<file path="config.mk">
export PLATFORM = sky130hd
export DESIGN_NAME = trigger_process_mc
export DESIGN_NICKNAME = d
export VERILOG_FILES = /design/src/rtl/trigger_process_mc.sv
export SDC_FILE = /design/constraint.sdc
export NUM_CORES = 2
export LEC_CHECK = 0
export ABC_AREA = 1
export CORE_UTILIZATION = 59
export DETAILED_ROUTE_END_ITERATION = 7
export HOLD_SLACK_MARGIN = 0.15
export PLACE_DENSITY = 0.82
export SYNTH_ARGS = -nofsm -noshare
export SYNTH_HDL_FRONTEND = slang
export SYNTH_SLANG_ARGS = --single-unit
</file>
<file path="constraint.sdc">
create_clock -name clk -period 7.25 [get_ports clk]
set_clock_uncertainty 0.2 [all_clocks]
set_input_delay 1.0875 -clock clk [delete_from_list [all_inputs] [get_ports clk]]
set_output_delay 1.0875 -clock clk [all_outputs]
set_load 0.05 [all_outputs]
</file>
<file path="src/rtl/trigger_process_mc.sv">
// trigger_process_mc: qualifies one external trigger and emits a camera/core burst plus CH_NUM delayed external pulses.
// Latency: qualified edge SYNC_STAGES+1 clocks after trigger_in; first camera edge E+1+delay; channel active core+1+delay[k].
// No backpressure: edges that arrive mid-burst are dropped and counted; trigger_out_en/reg_ch_enable low abort on the next clock.
module trigger_process_mc #(
  parameter int CH_NUM      = 4,
  parameter int CNT_W       = 32,
  parameter int SYNC_STAGES = 2
) (
  input  logic                    clk,
  input  logic                    rst,
  input  logic                    trigger_in,
  input  logic                    trigger_out_en,
  input  logic [1:0]              reg_edge_sel,
  input  logic [CNT_W-1:0]        reg_camera_delay,
  input  logic [CNT_W-1:0]        reg_camera_cycle,
  input  logic [CNT_W-1:0]        reg_camera_width,
  input  logic [CNT_W-1:0]        reg_camera_trig_num,
  input  logic [CH_NUM-1:0]       reg_ch_enable,
  input  logic [CH_NUM-1:0]       reg_ch_polar,
  input  logic [CH_NUM*CNT_W-1:0] reg_ch_delay,
  input  logic [CH_NUM*CNT_W-1:0] reg_ch_width,
  output logic                    trigger_camera,
  output logic                    trigger_core,
  output logic [CH_NUM-1:0]       trigger_external,
  output logic                    busy,
  output logic                    burst_done,
  output logic [15:0]             trig_in_cnt,
  output logic [15:0]             trig_miss_cnt
);

  localparam logic [CNT_W-1:0] C_ONE = CNT_W'(1);
  localparam logic [CNT_W-1:0] C_TWO = CNT_W'(2);

  localparam logic [1:0] M_IDLE  = 2'd0;
  localparam logic [1:0] M_DELAY = 2'd1;
  localparam logic [1:0] M_PULSE = 2'd2;
  localparam logic [1:0] M_GAP   = 2'd3;

  localparam logic [1:0] C_IDLE = 2'd0;
  localparam logic [1:0] C_DLY  = 2'd1;
  localparam logic [1:0] C_ACT  = 2'd2;

  // ---------------- input qualification ----------------
  logic [SYNC_STAGES-1:0] r_sync;
  logic                   r_prev;
  logic                   r_edge;
  logic                   w_sync;
  logic                   w_edge;

  assign w_sync = r_sync[SYNC_STAGES-1];

  // Edge selection on the synchronised input; 11 never qualifies.
  always_comb begin
    w_edge = 1'b0;
    case (reg_edge_sel)
      2'b00:   w_edge = w_sync & ~r_prev;
      2'b01:   w_edge = ~w_sync & r_prev;
      2'b10:   w_edge = w_sync ^ r_prev;
      default: w_edge = 1'b0;
    endcase
  end

  // Synchroniser chain plus the registered edge pulse E.
  always_ff @(posedge clk or negedge rst) begin
    if (!rst) begin
      r_sync <= '0;
      r_prev <= 1'b0;
      r_edge <= 1'b0;
    end else begin
      r_sync <= {r_sync[SYNC_STAGES-2:0], trigger_in};
      r_prev <= w_sync;
      r_edge <= w_edge;
    end
  end

  // ---------------- master burst FSM ----------------
  logic [1:0]              r_mst, w_mst_nxt;
  logic [CNT_W-1:0]        r_cnt, r_pcnt;
  logic                    r_cam, r_core, r_busy, r_done;
  logic                    w_cam_nxt, w_core_nxt, w_busy_nxt, w_done_nxt;
  logic                    w_accept, w_enter_pulse;
  logic [CNT_W-1:0]        r_sh_delay, r_sh_cycle, r_sh_width, r_sh_num;
  logic [CH_NUM-1:0]       r_sh_ch_en, r_sh_ch_pol;
  logic [CH_NUM*CNT_W-1:0] r_sh_ch_dly, r_sh_ch_wid;
  logic [CNT_W-1:0]        w_cyc_eff, w_wid_max, w_wid_eff, w_gap_len;

  // Period is at least 2 so there is always one low cycle; width lands in [1, period-1].
  assign w_cyc_eff = (r_sh_cycle < C_TWO) ? C_TWO : r_sh_cycle;
  assign w_wid_max = w_cyc_eff - C_ONE;
  assign w_wid_eff = (r_sh_width == '0) ? C_ONE :
                     ((r_sh_width > w_wid_max) ? w_wid_max : r_sh_width);
  assign w_gap_len = w_cyc_eff - w_wid_eff;

  // Shadows are not loaded yet in the accept cycle, so the live registers decide acceptance and delay skip.
  assign w_accept = r_edge & trigger_out_en & (r_mst == M_IDLE) & (reg_camera_trig_num != '0);

  // Next-state logic; disable wins over everything.
  always_comb begin
    w_mst_nxt = r_mst;
    if (!trigger_out_en) begin
      w_mst_nxt = M_IDLE;
    end else begin
      case (r_mst)
        M_IDLE:  if (w_accept) w_mst_nxt = (reg_camera_delay == '0) ? M_PULSE : M_DELAY;
        M_DELAY: if (r_cnt == r_sh_delay - C_ONE) w_mst_nxt = M_PULSE;
        M_PULSE: if (r_cnt == w_wid_eff - C_ONE) w_mst_nxt = M_GAP;
        default: if (r_cnt == w_gap_len - C_ONE) w_mst_nxt = (r_pcnt == r_sh_num) ? M_IDLE : M_PULSE;
      endcase
    end
  end

  // Output decode from the next state so every output comes straight off a flop.
  always_comb begin
    w_enter_pulse = (w_mst_nxt == M_PULSE) && (r_mst != M_PULSE);
    w_cam_nxt     = (w_mst_nxt == M_PULSE);
    w_core_nxt    = w_enter_pulse;
    w_busy_nxt    = (w_mst_nxt != M_IDLE);
    w_done_nxt    = (r_mst == M_GAP) && (w_mst_nxt == M_IDLE) && trigger_out_en;
  end

  // Master state, phase counter, pulse counter and registered outputs.
  always_ff @(posedge clk or negedge rst) begin
    if (!rst) begin
      r_mst  <= M_IDLE;
      r_cnt  <= '0;
      r_pcnt <= '0;
      r_cam  <= 1'b0;
      r_core <= 1'b0;
      r_busy <= 1'b0;
      r_done <= 1'b0;
    end else begin
      r_mst <= w_mst_nxt;
      r_cnt <= ((w_mst_nxt != r_mst) || (r_mst == M_IDLE)) ? '0 : r_cnt + C_ONE;
      if (w_enter_pulse)
        r_pcnt <= (r_mst == M_IDLE) ? C_ONE : r_pcnt + C_ONE;
      else if (r_mst == M_IDLE)
        r_pcnt <= '0;
      r_cam  <= w_cam_nxt;
      r_core <= w_core_nxt;
      r_busy <= w_busy_nxt;
      r_done <= w_done_nxt;
    end
  end

  // Shadow copies taken in the accept cycle; mid-burst register writes wait for the next burst.
  always_ff @(posedge clk or negedge rst) begin
    if (!rst) begin
      r_sh_delay  <= '0;
      r_sh_cycle  <= '0;
      r_sh_width  <= '0;
      r_sh_num    <= '0;
      r_sh_ch_en  <= '0;
      r_sh_ch_pol <= '0;
      r_sh_ch_dly <= '0;
      r_sh_ch_wid <= '0;
    end else if (w_accept) begin
      r_sh_delay  <= reg_camera_delay;
      r_sh_cycle  <= reg_camera_cycle;
      r_sh_width  <= reg_camera_width;
      r_sh_num    <= reg_camera_trig_num;
      r_sh_ch_en  <= reg_ch_enable;
      r_sh_ch_pol <= reg_ch_polar;
      r_sh_ch_dly <= reg_ch_delay;
      r_sh_ch_wid <= reg_ch_width;
    end
  end

  // Saturating statistics: every qualified edge, and edges lost to an active burst.
  always_ff @(posedge clk or negedge rst) begin
    if (!rst) begin
      trig_in_cnt   <= '0;
      trig_miss_cnt <= '0;
    end else begin
      if (r_edge && (trig_in_cnt != 16'hFFFF))
        trig_in_cnt <= trig_in_cnt + 16'd1;
      if (r_edge && r_busy && (trig_miss_cnt != 16'hFFFF))
        trig_miss_cnt <= trig_miss_cnt + 16'd1;
    end
  end

  assign trigger_camera = r_cam;
  assign trigger_core   = r_core;
  assign busy           = r_busy;
  assign burst_done     = r_done;

  // ---------------- per-channel FSMs ----------------
  for (genvar k = 0; k < CH_NUM; k++) begin : g_ch
    logic [1:0]       r_st, w_st_nxt;
    logic [CNT_W-1:0] r_ccnt;
    logic             r_act, w_act_nxt;
    logic             w_pol;
    logic [CNT_W-1:0] w_dly, w_wid;

    assign w_dly = r_sh_ch_dly[k*CNT_W +: CNT_W];
    assign w_wid = r_sh_ch_wid[k*CNT_W +: CNT_W];

    // Channel next state; core pulses arriving while DLY/ACT are ignored.
    always_comb begin
      w_st_nxt = r_st;
      if (!trigger_out_en || !reg_ch_enable[k]) begin
        w_st_nxt = C_IDLE;
      end else begin
        case (r_st)
          C_IDLE:  if (r_core && r_sh_ch_en[k] && (w_wid != '0)) w_st_nxt = (w_dly == '0) ? C_ACT : C_DLY;
          C_DLY:   if (r_ccnt == w_dly - C_ONE) w_st_nxt = C_ACT;
          C_ACT:   if (r_ccnt == w_wid - C_ONE) w_st_nxt = C_IDLE;
          default: w_st_nxt = C_IDLE;
        endcase
      end
    end

    // Channel output decode.
    always_comb begin
      w_act_nxt = (w_st_nxt == C_ACT);
    end

    // Channel state, counter and registered active flag.
    always_ff @(posedge clk or negedge rst) begin
      if (!rst) begin
        r_st   <= C_IDLE;
        r_ccnt <= '0;
        r_act  <= 1'b0;
      end else begin
        r_st   <= w_st_nxt;
        r_ccnt <= ((w_st_nxt != r_st) || (r_st == C_IDLE)) ? '0 : r_ccnt + C_ONE;
        r_act  <= w_act_nxt;
      end
    end

    // Idle level follows the live polarity; during a burst the latched polarity holds.
    assign w_pol = (r_busy || (r_st != C_IDLE)) ? r_sh_ch_pol[k] : reg_ch_polar[k];
    assign trigger_external[k] = r_act ^ w_pol;
  end

endmodule
</file>
==> metrics.sh <==
SETUP.WORST_PATH.START_CLASS='register'
POWER_DENSITY_mW_PER_MM2=278
FIN_CRIT_NS=7.10
DRT_WL_TOTAL_MM=125
SYNTH_CELL_TYPES=63
LAYOUT-AREA-OVERHEAD-VS-SYNTH_PCT=20.6
DRT-INITIAL-DRC-COUNT=3377
CLOCK_LATENCY_LATE_SINK_NS=0.63
TRITONCTS='yes'
FLOORPLAN.DIE.WIDTH_UM=273
CLOCK_TREE.ROOT_CELL='sky130_fd_sc_hd__clkbuf_16'
GRT_PASS1_WL_MM=196
LAYOUT-DRIVE-GT1-SHARE_PCT=12.2
OUTCOME='completed'
SWITCHING_POWER_mW=5.56
POST_SYNTH.CELL_AREA_AVG_UM2=7.90
CAP_VIOL_MAX_COUNT=0
WORST-SETUP-PATH-TYPE='register to register'
SYNTH-EDFF-COUNT=0
FF2FF_PATH_DEPTH=46
ROUTED-VIA-COUNT=39200
SYNTHARSTFLOPSHARE_PCT=100
POST_DP_HPWL_MM=94.3
IO_PINS=438
SYN_AREA_MM2=0.0434
TRITONCTS.NUM_BUFFERS=72
DESIGN.DIE.AREA_MM2=0.0747
FINAL_CORE_UTIL_PCT=71.9
CORE_REGION_AREA_MM2=0.0728
FINALSETUPVIOLCOUNT=0
AVGROUTEDWIREPERCELL_UM=18.0
MAX_STAGE_DELAY_NS=0.44
CTS_HTREE_LEVELS=3
SYNTH_FLOP_CELL='sky130_fd_sc_hd__dfrtp_1'
VIASPERCELL=5.63
RR_STARTPOINT='r_sh_cycle[8]$_DFFE_PN0P_'
GRT_USAGE_PCT=32.8
DIE_H_UM=273
FINAL.HOLD.WORST_SLACK_NS=0.155
WORSTHOLDPATHTYPE='register to register'
SEQUENTIAL_CELL_FRACTION_OF_TOTAL_POWER_PCT=33.5
CTS.SINKS=638
GLOBALROUTE.TOTALOVERFLOW=0
WORST_HOLD_PATH.ENDPOINT='r_sync[1]$_DFF_PN0_'
FINAL_MIN_PERIOD_OVER_CLOCK_PERIOD_PCT=97.9
SYNTH_SEQ_AREA_SHARE_PCT=36.8
WORST_PATH_MAX_DELAY_CELL='sky130_fd_sc_hd__dfrtp_1'
HOLD_PATH.STARTPOINT='r_sync[0]$_DFF_PN0_'
ANTENNA_FOUND_INITIAL=15
YOSYS_WARNINGS=0
DESIGN.FINAL.NETS=6433
NUMBER_OF_NETS_WITH_ANTENNA_VIOLATIONS_AFTER_DETAILED_ROUTING=0
MAX-VDD-IR-DROP_mV=0.250
CRITPATHREQUIREDTIME_NS=7.55
SETUP_SLACK_OF_THE_WORST_REGISTER_TO_REGISTER_PATH_NS=0.15
YS_SEQ_ELEMENTS=638
DRV_SLEW=0
CTS_MAX_PATH_BUFFERS=3
GRT_PASS1_VIAS=37600
EFFECTIVE_UTILIZATION_AT_FLOORPLAN_PCT=59.6
CP-END-KIND='register'
STD_CELL_ROWS=99
DETAIL_ROUTE.FIRST_PASS.ITERATIONS=6
CRITICAL-PATH-TOP-CELL-BY-COUNT='sky130_fd_sc_hd__nand2_2'
TIMING.CRITICAL_PATH.ARRIVAL_NS=7.39
PLACE_INST=6792
PLACE_CONGESTION=0.985
MAXIMUM_NUMBER_OF_PINS_ON_ONE_NET_BEFORE_GLOBAL_ROUTE_REPAIR=193
SWSHARE_PCT=38.2
POWER_REPORT.INTERNAL_TOTAL_mW=9.01
CLOCK.FMAX_MHz=141
FINAL_COMMON_CELL='sky130_fd_sc_hd__nand2_1'
WORSTPATHMAXFANOUT=8
NUMPORTBUFFERS=437
DRT_DRC_VIOLATIONS_LEFT=0
SYNTH_NETS=5990
FINAL_CELL_MIX='sky130_fd_sc_hd__nand2_1, sky130_fd_sc_hd__nor2_1, sky130_fd_sc_hd__dfrtp_1'
TIMING.CRITICAL_PATH.FROM='r_sh_cycle[8]$_DFFE_PN0P_'
SLEW_HEADROOM_PCT=14.7
HOLDPATHSTAGES=0
SHARE_COMB_OF_TOTAL_POWER_PCT=39.7
POSTSYNTHCELLCOUNT=5499
TIMING_HOLD_VIOLATIONS_FINAL=0
PWR-SHARE-CLK_PCT=26.8
NON_FILLER_CELLS_IN_THE_FINISHED_LAYOUT=6960
SETUP-TNS-FINAL_NS=0
MEASURED_SLEW_AT_THE_WORST_SLEW_CHECK_PIN_NS=1.28
WORST_R2R_ENDPOINT='r_pcnt[12]$_DFFE_PN0P_'
POWER.STATIC_LEAKAGE_nW=22.9
POST_CTS_HOLD_BUFFER_COUNT=0
CTS_CLOCK_PIN_SLEW_FOR_THE_WORST_SETUP_AND_HOLD_PATHS_NS=0.06
timing repair:
| item | CTS | global route |
|---|---|---|
| endpoints found under the setup margin | 65 | 70 |
| cloned | 0 | 6 |
| pin swaps | 0 | 40 |
| buffers inserted | 0 | 29 |
| gates resized for setup | 3 | 121 |
synth_stat cells, types with 11 or more instances:
cell type | count | share of area (%)
sky130_fd_sc_hd__nor2_1 | 780 | 6.7
sky130_fd_sc_hd__nand2_2 | 13 | 0.19
sky130_fd_sc_hd__buf_1 | 14 | 0.12
sky130_fd_sc_hd__inv_1 | 604 | 5.2
sky130_fd_sc_hd__nand2_1 | 876 | 7.6
sky130_fd_sc_hd__nor4_1 | 93 | 1.3
sky130_fd_sc_hd__nor3_1 | 118 | 1.4
sky130_fd_sc_hd__a21oi_1 | 279 | 3.2
sky130_fd_sc_hd__ha_1 | 92 | 2.7
sky130_fd_sc_hd__nor2_4 | 11 | 0.29
sky130_fd_sc_hd__o21ai_0 | 87 | 1.0
sky130_fd_sc_hd__nand3_1 | 265 | 3.1
sky130_fd_sc_hd__mux2_2 | 242 | 6.3
sky130_fd_sc_hd__nand4_1 | 177 | 2.6
sky130_fd_sc_hd__dfrtp_1 | 638 | 37
sky130_fd_sc_hd__nand3b_1 | 15 | 0.26
sky130_fd_sc_hd__a31oi_1 | 13 | 0.19
sky130_fd_sc_hd__or2_2 | 27 | 0.39
sky130_fd_sc_hd__xor2_1 | 598 | 12
sky130_fd_sc_hd__buf_2 | 22 | 0.25
sky130_fd_sc_hd__clkbuf_1 | 151 | 1.3
sky130_fd_sc_hd__nand3_2 | 15 | 0.35
sky130_fd_sc_hd__inv_2 | 13 | 0.11
sky130_fd_sc_hd__nor2_2 | 49 | 0.71
sky130_fd_sc_hd__xnor2_1 | 157 | 3.2
flip-flops by register name, summed over array words and instances (netlist names), 8 cells and up:
register       count
trig_miss_cnt     16
r_sh_num          32
r_sh_ch_dly      128
trig_in_cnt       16
g_ch.r_ccnt      128
r_sh_width        32
r_cnt             32
r_sh_cycle        32
g_ch.r_st          8
r_pcnt            32
r_sh_ch_wid      128
r_sh_delay        32
routing by layer:
metal / part of all wire [%] / track usage (%) / vias to the layer above
li1: - / - / 18700
met1: 43 / 45.4 / 18700
met2: 46 / 53.0 / 1536
met3: 7.7 / 5.22 / 233
met4: 2.9 / 9.94 / 20
met5: 0.11 / 0 / -
through the flow:
step / setup slack, ns / power [mW] / instance area, µm²
4_1_cts: 0.00157 / 14.1 / 51500
6_report: 0.154 / 14.6 / 52400
2_1_floorplan: 0.601 / 8.42 / 43400
3_5_place_dp: -0.0915 / 10.1 / 49000
3_3_place_gp: 0.151 / 10.0 / 49000
5_1_grt: -0.228 / 15.4 / 52400
cells by family after synthesis:
logic type / count (synthesis) / share of synthesized area [%]
xor+xnor: 755 / 15.2
flops: 638 / 36.8
fa+ha+maj: 93 / 2.70
simple gates: 2481 / 25.7
buf+inv: 822 / 7.35
compound gates: 468 / 5.99
mux: 242 / 6.28
area by class of cell:
type                    count  area, µm²
diodes                      3       7.51
flip-flops and latches    638      16000
clock buffers             101       2100
inverters                 621       2330
fillers                  5659      20500
multi-input cells        4039      24800
well taps                 959       1200
clock inverters            29        415
repair buffers            570       5550
worst max-delay path by stage:
stage,to,slack [ns],cells after the start
3_5_place_dp,r_cnt[0]$_DFF_PN0_,-0.09,45
2_1_floorplan,r_cnt[20]$_DFF_PN0_,0.60,49
4_1_cts,trigger_core$_DFF_PN0_,0.002,47
5_1_grt,r_pcnt[12]$_DFFE_PN0P_,-0.23,49
3_3_place_gp,r_cnt[0]$_DFF_PN0_,0.15,49
6_report,r_pcnt[12]$_DFFE_PN0P_,0.15,46
worst max-delay path, delay by kind of cell (launching register included):
| family | cells | cell delay [ns] |
|---|---|---|
| AOI/OAI and AO/OA | 5 | 0.84 |
| xor gates and xnor gates | 2 | 0.29 |
| adders and majority gates | 3 | 0.82 |
| buffers and inverters | 4 | 0.72 |
| DFF | 1 | 0.44 |
| and+or+nand+nor | 32 | 3.63 |
power by group through the flow:
stage / Combinational, mW / Sequential, mW / Clock [mW]
floorplan: 3.65 / 4.78 / 0
global placement: 5.13 / 4.89 / 0
detailed placement: 5.24 / 4.91 / 0
CTS: 5.29 / 4.85 / 3.95
global route: 6.34 / 4.95 / 4.08
finish: 5.78 / 4.88 / 3.91
No activity file was read; power rests on OpenSTA's default activity.
